`config.mk`:
```
export PLATFORM = sky130hd
export DESIGN_NAME = l2_elem_packer
export DESIGN_NICKNAME = d
export VERILOG_FILES = /design/src/rtl/l2_elem_packer.sv
export SDC_FILE = /design/constraint.sdc
export NUM_CORES = 1
export LEC_CHECK = 0
export CORE_MARGIN = 2
export CORE_UTILIZATION = 56
export DETAILED_ROUTE_END_ITERATION = 10
export PLACE_DENSITY = 0.92
export SLEW_MARGIN = 20
export SYNTH_ARGS = -nofsm -noshare
export SYNTH_HDL_FRONTEND = slang
export SYNTH_SLANG_ARGS = --single-unit
```
`constraint.sdc`:
```
create_clock -name clock -period 5.28 [get_ports clock]
set_input_delay 0.528 -clock clock [delete_from_list [all_inputs] [get_ports clock]]
set_output_delay 0.528 -clock clock [all_outputs]
set_load 0.005 [all_outputs]
```
`src/rtl/l2_elem_packer.sv`:
```
// l2_elem_packer
//   Packs LANES consecutive signed ELEM_W-bit AXIS elements into one
//   LANES*ELEM_W-bit beat for the L2-norm accumulator stage. Vectors are
//   delimited by tlast. A short final beat is zero-padded, and tkeep marks
//   only the valid bytes.
// Ports:
//   clock, reset                  : rising-edge clock, synchronous active-high reset
//   io_in_tdata/tvalid/tready/tlast : element input stream
//   io_out_tdata/tvalid/tready    : packed beat output stream
//   io_out_tkeep                  : byte enables, ELEM_W/8 bits per valid lane
//   io_out_tlast                  : final beat of a vector
//   io_out_tuser                  : first beat of a vector
module l2_elem_packer #(
  parameter int ELEM_W = 16,
  parameter int LANES  = 4
) (
  input  logic                        clock,
  input  logic                        reset,
  input  logic [ELEM_W-1:0]           io_in_tdata,
  input  logic                        io_in_tvalid,
  output logic                        io_in_tready,
  input  logic                        io_in_tlast,
  output logic [LANES*ELEM_W-1:0]     io_out_tdata,
  output logic                        io_out_tvalid,
  input  logic                        io_out_tready,
  output logic [LANES*ELEM_W/8-1:0]   io_out_tkeep,
  output logic                        io_out_tlast,
  output logic                        io_out_tuser
);

  localparam int DATA_W = LANES * ELEM_W;
  localparam int KEEP_W = DATA_W / 8;
  localparam int BPL    = ELEM_W / 8;
  localparam int LANE_W = (LANES > 2) ? $clog2(LANES) : 1;
  localparam int ASM_W  = (LANES - 1) * ELEM_W;
  localparam logic [LANE_W-1:0] LAST_LANE = LANE_W'(LANES - 1);

  // Assembly register: lanes 0..LANES-2 plus their valid bits.
  logic [ASM_W-1:0]  asm_data_r;
  logic [LANES-2:0]  asm_vld_r;
  logic [LANE_W-1:0] lane_r;
  logic              first_r;

  // Output register.
  logic [DATA_W-1:0] out_data_r;
  logic [KEEP_W-1:0] out_keep_r;
  logic              out_last_r;
  logic              out_user_r;
  logic              out_valid_r;

  logic              in_ready_s;
  logic              accept_s;
  logic              complete_s;
  logic [DATA_W-1:0] asm_ext_s;
  logic [LANES-1:0]  asm_vld_ext_s;
  logic [DATA_W-1:0] beat_data_s;
  logic [KEEP_W-1:0] beat_keep_s;

  // Input may be taken whenever the output register is empty or draining.
  assign in_ready_s = !out_valid_r || io_out_tready;
  assign accept_s   = io_in_tvalid && in_ready_s;
  assign complete_s = accept_s && ((lane_r == LAST_LANE) || io_in_tlast);

  // The top lane never lives in the assembly register. Widening the
  // register to full beat width keeps the lane loop below uniform.
  assign asm_ext_s     = {{ELEM_W{1'b0}}, asm_data_r};
  assign asm_vld_ext_s = {1'b0, asm_vld_r};

  // Build the candidate beat: stored lanes, the current element in lane
  // `lane`, and zero data and keep in every lane above it.
  always_comb begin
    beat_data_s = {DATA_W{1'b0}};
    beat_keep_s = {KEEP_W{1'b0}};
    for (int k = 0; k < LANES; k++) begin
      if (LANE_W'(k) == lane_r) begin
        beat_data_s[k*ELEM_W +: ELEM_W] = io_in_tdata;
        beat_keep_s[k*BPL +: BPL]       = {BPL{1'b1}};
      end else if (asm_vld_ext_s[k]) begin
        beat_data_s[k*ELEM_W +: ELEM_W] = asm_ext_s[k*ELEM_W +: ELEM_W];
        beat_keep_s[k*BPL +: BPL]       = {BPL{1'b1}};
      end else begin
        beat_data_s[k*ELEM_W +: ELEM_W] = {ELEM_W{1'b0}};
        beat_keep_s[k*BPL +: BPL]       = {BPL{1'b0}};
      end
    end
  end

  // Assembly, lane counter, first flag and output register.
  always_ff @(posedge clock) begin
    if (reset) begin
      asm_data_r  <= {ASM_W{1'b0}};
      asm_vld_r   <= {(LANES-1){1'b0}};
      lane_r      <= {LANE_W{1'b0}};
      first_r     <= 1'b1;
      out_data_r  <= {DATA_W{1'b0}};
      out_keep_r  <= {KEEP_W{1'b0}};
      out_last_r  <= 1'b0;
      out_user_r  <= 1'b0;
      out_valid_r <= 1'b0;
    end else begin
      if (complete_s) begin
        // A load in the same cycle as a drain keeps tvalid high.
        out_data_r  <= beat_data_s;
        out_keep_r  <= beat_keep_s;
        out_last_r  <= io_in_tlast;
        out_user_r  <= first_r;
        out_valid_r <= 1'b1;
        lane_r      <= {LANE_W{1'b0}};
        first_r     <= io_in_tlast;
        asm_vld_r   <= {(LANES-1){1'b0}};
      end else begin
        if (out_valid_r && io_out_tready) begin
          out_valid_r <= 1'b0;
        end
        if (accept_s) begin
          for (int k = 0; k < LANES - 1; k++) begin
            if (LANE_W'(k) == lane_r) begin
              asm_data_r[k*ELEM_W +: ELEM_W] <= io_in_tdata;
              asm_vld_r[k]                   <= 1'b1;
            end
          end
          lane_r <= lane_r + LANE_W'(1);
        end
      end
    end
  end

  assign io_in_tready  = in_ready_s;
  assign io_out_tdata  = out_data_r;
  assign io_out_tkeep  = out_keep_r;
  assign io_out_tlast  = out_last_r;
  assign io_out_tuser  = out_user_r;
  assign io_out_tvalid = out_valid_r;

endmodule

```
# Yosys cells after proc, flatten, opt, wreduce, memory -nomap -nowiden
# Cells that the tools add are included.
dict set report totals {
  reg_bits 129
  in_bits 21
  out_inout_bits 76
  elab_cells 50
}
dict set report classes {
  addsub 1
  n_eq_ne 4
  mux 16
  bitwise 1
  reduce_logical 15
}
# cell n
set op_table {}
lappend op_table {{$mux W16} 7}
lappend op_table {{$mux W2} 7}
lappend op_table {{$reduce_and A3 Y1} 3}
lappend op_table {{$reduce_and A2 Y1} 3}
lappend op_table {{$eq A2 B2 Y1 const A} 2}
lappend op_table {{$logic_and A1 B1 Y1} 3}
lappend op_table {{$add A2 B1 Y2 const B} 1}
lappend op_table {{$eq A1 B2 Y1 const A} 1}
lappend op_table {{$eq A2 B2 Y1 const B} 1}
lappend op_table {{$logic_not A2 Y1} 1}
lappend op_table {{$logic_or A1 B1 Y1} 2}
lappend op_table {{$mux W1} 2}
lappend op_table {{$reduce_bool A2 Y1} 1}
lappend op_table {{$reduce_or A2 Y1} 1}
lappend op_table {{$logic_not A1 Y1} 1}
lappend op_table {{$not A1 Y1} 1}

# Longest topological paths before layout
dict set report logic_depth {
  depth_word 6
  ltp_mapped 8
  mapped_depth_nobuf 5
}

# Least setup slack after synthesis
# Ideal clock, no wire load.
dict set report synth_timing {
  kind {in2reg}
  from {input io_in_tlast}
  to {register out_keep_r[5] (netlist: io_out_tkeep[5])}
  arrival_ps 1544
  setup_slack_ps 3615
  stages 5
  cell_sequence {or2_2 -> buf_2 -> nand3_1 -> buf_4 -> mux2_2}
}
dict set report synth_via {
  elab_chain_len 2
}
# item line
set synth_lines {}
lappend synth_lines {{start, declared} 22} ;# input logic io_in_tlast,
lappend synth_lines {{$logic_or A1 B1 Y1} 62} ;# assign complete_s = accept_s && ((lane_r == LAST_LANE) || io_in_tlast);
lappend synth_lines {{$logic_and A1 B1 Y1} 62}
lappend synth_lines {{end signal, assigned} 96} ;# out_keep_r <= {KEEP_W{1'b0}};
lappend synth_lines {{end signal, assigned} 104} ;# out_keep_r <= beat_keep_s;
lappend synth_lines {{end, declared} 46} ;# logic [KEEP_W-1:0] out_keep_r;
# No other way between the ends.
# A chain may end at the register's enable or synchronous reset.

# Worst setup path in the final report
dict set report layout_timing {
  from {input io_in_tvalid}
  to {register out_keep_r[5] (netlist: io_out_tkeep[5])}
}
dict set report layout_via {
  elab_chain_len 2
}
# item line
set layout_lines {}
lappend layout_lines {{start, declared} 20} ;# input logic io_in_tvalid,
lappend layout_lines {{$logic_and A1 B1 Y1} 61} ;# assign accept_s = io_in_tvalid && in_ready_s;
lappend layout_lines {{$logic_and A1 B1 Y1} 62}
# No other way between the ends.

==> out/qor.csv <==
stage,metric,value,unit
synth,syn_avg_cell_area,10.2,um2
final_layout,final_layout_size_suffix_gt1_share,11.6,%
floorplanning,die_width,101,um
route,wirelength,13500,um
timing,post-route-period-util,51.5,%
critical_path,crit_path_max_fanout,20,
power_and_ir_drop,p_per_area,356,nW/um2
critical_path,critPathMaxStageDelay,1.01,ns
placed_design,placed_cells,682,
synth,synth_cell_types,40,
critical_path,cp_data_required_time,5.68,ns
final_layout,multi_input_area,2390,um2
synth,synth_largest_area_cell,dfxtp_1,
floorplanning,initial_utilization,57.6,%
synth,synth_most_common_cell,dfxtp_1,
timing,worst_pin_slew,1.10,ns
critical_path,rr_startpoint,io_out_tvalid$_SDFFE_PP0P_,
global_routing,grt_max_degree,50,
synth,syn-cell-area,5300,um2
route,viasPerCell,5.87,
synth,synthAdderAreaFrac,0.945,%
synth,synth_top_family_by_area,multiplexers,
route,drt_pass1_iterations,4,
timing,tns,0,ns
clock_tree,cts_tree,done,
timing,post-route-min-period,2.72,ns
clock_tree,cts.sinks,125,
final_layout,final_cells,714,
timing,fin_ws,2.56,ns
clock_tree,numCtsBuffers,17,
clock_tree,post_cts_buffers,0,
synth,synth-compound-area-share,12.1,%
critical_path,path_class,primary input to flop,
power_and_ir_drop,peakVddDrop,0.235,mV
critical_path,worst_ep_arrival_time,3.12,ns
floorplanning,dieArea,10300,um2
synth,synth_cells,518,
route,vias,4193,
route,drcViolationCount,0,
global_routing,grt_usage,27.2,%
global_routing,grt_pass1_wl,21600,um
floorplanning,die_y,101,um
power_and_ir_drop,power_leakage,2.72,nW
critical_path,rrSetupSlack,2.92,ns
synth,synth_xor_area_share,0,%
timing,timing.slew.headroom,26.5,%
synth,muxShareOfSynthArea,21.0,%
synth,yosys-top-cells-area,"dfxtp_1 (47%), mux2i_1 (17%), nand2_1 (6.9%), o32ai_1 (4.0%), mux2_2 (3.6%)",
final_layout,fin_nets,615,
synth,syn_nets,543,
clock_tree,postCtsResizedCells,0,
final_layout,regArea,2500,um2
run_status,status,"complete, no violations",
global_routing,grt_antenna_before_repair,0,
critical_path,r2r-end,io_out_tkeep[5]$_SDFFE_PP0P_,
clock_tree,postCtsHoldBufs,0,
clock_tree,clk_pin_slew,0.06,ns
timing,slew_viol_final,0,
placed_design,place_area,6130,um2
hold_path,worstHoldPathCells,2,
critical_path,crit_chain,clkdlybuf4s50_1 -> nand3_1 -> mux2_2,
placed_design,dp_slack,2.08,ns
run,maxCapViolCount,0,
final_layout,syn_to_final_growth,27.7,%
synth,yosysTopAreaCellShare,47.2,%
final_layout,antenna_cells,0,
placed_design,dp_hpwl,8780,um
clock_tree,clk_latency,0.52,ns
global_routing,grt_pass1_vias,4295,
timing,fmax,368,MHz
critical_path,crit_path_start_kind,primary input,
final_layout,num-fill-cells,617,
critical_path,end_kind,flop,
hold_path,min_path_type,flop to flop,
placed_design,gp_congestion,0.834,
clock_tree,root_buffer,clkbuf_8,
floorplanning,row_count,35,
placed_design,portBuffers,96,
synth,ys_ff_latch,125,
synth,async_flop_share,0,%
route,postRouteAntennaNets,0,
synth,yosysWarnings,0,
synth,synth_ff_type,dfxtp_1,
floorplanning,core,9200,um2
clock_tree,clockBufferDepth,2,
synth,yosysSeqAreaShare,47.2,%
final_layout,stdcell_area,6760,um2
critical_path,reg2reg_depth,4,
timing,skew,0.00421,ns
route,drtIter0Drc,191,
global_routing,globalRouteOverflowTotal,0,
hold_path,hp-start,io_out_tdata[12]$_SDFFE_PP0P_,
synth,yosys.area_share.simple,10.9,%
hold_path,hold_end,io_out_tdata[12]$_SDFFE_PP0P_,
synth,yosys-top-cells-count,"dfxtp_1 (125), nand2_1 (98), mux2i_1 (92)",
timing,grt_setup_unrepaired,no,
timing,hold_viol_final,0,
timing,setup_violations,0,
critical_path,cpMaxStageDelayCell,clkdlybuf4s50_1,
floorplanning,ios,97,
clock_tree,h-tree-depth,4,
route,post_drt_wl_per_cell,18.9,um
synth,synth_edf_count,0,
==> metrics by stage <==
stage               utilization (%)  total power [mW]  hold WS (ns)
floorplan                         -              1.13         0.430
global placement               66.5              1.19         0.443
detailed placement             66.6              1.20         0.445
CTS                            73.4              2.41         0.460
global route                   73.6              2.47         0.478
finish                         73.6              2.41         0.460
==> flip-flops by register name (all words and copies together), names as in the netlist <==
name / cells
io_out_tdata: 64
asm_data_r: 48
io_out_tkeep: 4
asm_vld_r: 3
lane_r: 2
first_r: 1
io_out_tlast: 1
io_out_tuser: 1
io_out_tvalid: 1
==> how the worst max path moves through the flow <==
stage	from	endpoint	slack, ns	depth (start not counted)
finish	io_in_tvalid	io_out_tkeep[5]$_SDFFE_PP0P_	2.56	3
global route	io_in_tvalid	io_out_tkeep[5]$_SDFFE_PP0P_	2.40	3
CTS	io_in_tvalid	io_out_tkeep[5]$_SDFFE_PP0P_	2.56	3
detailed placement	io_in_tvalid	io_out_tkeep[5]$_SDFFE_PP0P_	2.08	3
global placement	io_in_tvalid	io_out_tdata[8]$_SDFFE_PP0P_	2.00	4
floorplan	io_in_tlast	io_out_tkeep[5]$_SDFFE_PP0P_	3.62	5
==> critical path, delay by kind of cell <==
kind | cells | cell delay (ns)
buf+inv | 1 | 1.01
simple gates | 1 | 1.00
mux | 1 | 0.58
==> where the power goes <==
group          switching [mW]  internal [mW]  leakage (nW)
sequential             0.0148          0.967          1.01
clock                   0.426          0.802         0.304
combinational           0.116         0.0861          1.40
total                   0.557           1.85          2.72
==> cells by family (layout without fill, tap and decap cells) <==
group / Yosys count / after routing
mux: 109 / 109
flops: 125 / 125
fa+ha+maj: 4 / 4
buf+inv: 79 / 164
compound gates: 75 / 75
simple gates: 126 / 126
==> cells in the final DEF (no fill, tap or decap), types with 2 or more instances in the layout <==
master,instances
nor2_2,2
o21ai_0,2
mux2_2,17
dfxtp_1,125
o32ai_2,4
a211oi_1,4
ha_2,2
clkinv_2,4
o22ai_1,2
a22o_1,16
nor2_1,4
clkbuf_16,16
and3b_1,4
clkbuf_8,4
bufinv_16,4
clkinvlp_4,2
o32ai_1,24
nand3_1,5
mux2i_1,92
nand2_1,98
clkdlybuf4s50_1,96
a31oi_1,7
and4_1,2
ha_1,2
a21oi_1,9
nand4_1,2
o31ai_1,3
inv_2,2
inv_1,32
==> metal layers <==
layer	share of wire, %	global-route usage, %	vias to the layer above
li1	-	-	1954
met1	39	30.9	2061
met2	54	48.5	141
met3	4.4	7.45	37
met4	2.7	10.7	0
met5	0	0	-
==> area by class of cell <==
type                            count  share of cell area [%]
Sequential cell                   125                    37.0
Multi-Input combinational cell    314                    35.4
Timing Repair Buffer               98                    14.5
Clock buffer                       21                    6.79
Clock inverter                     11                    2.42
Tap cell                          111                    2.05
Inverter                           34                    1.89
(Power assumes the default switching activity.)
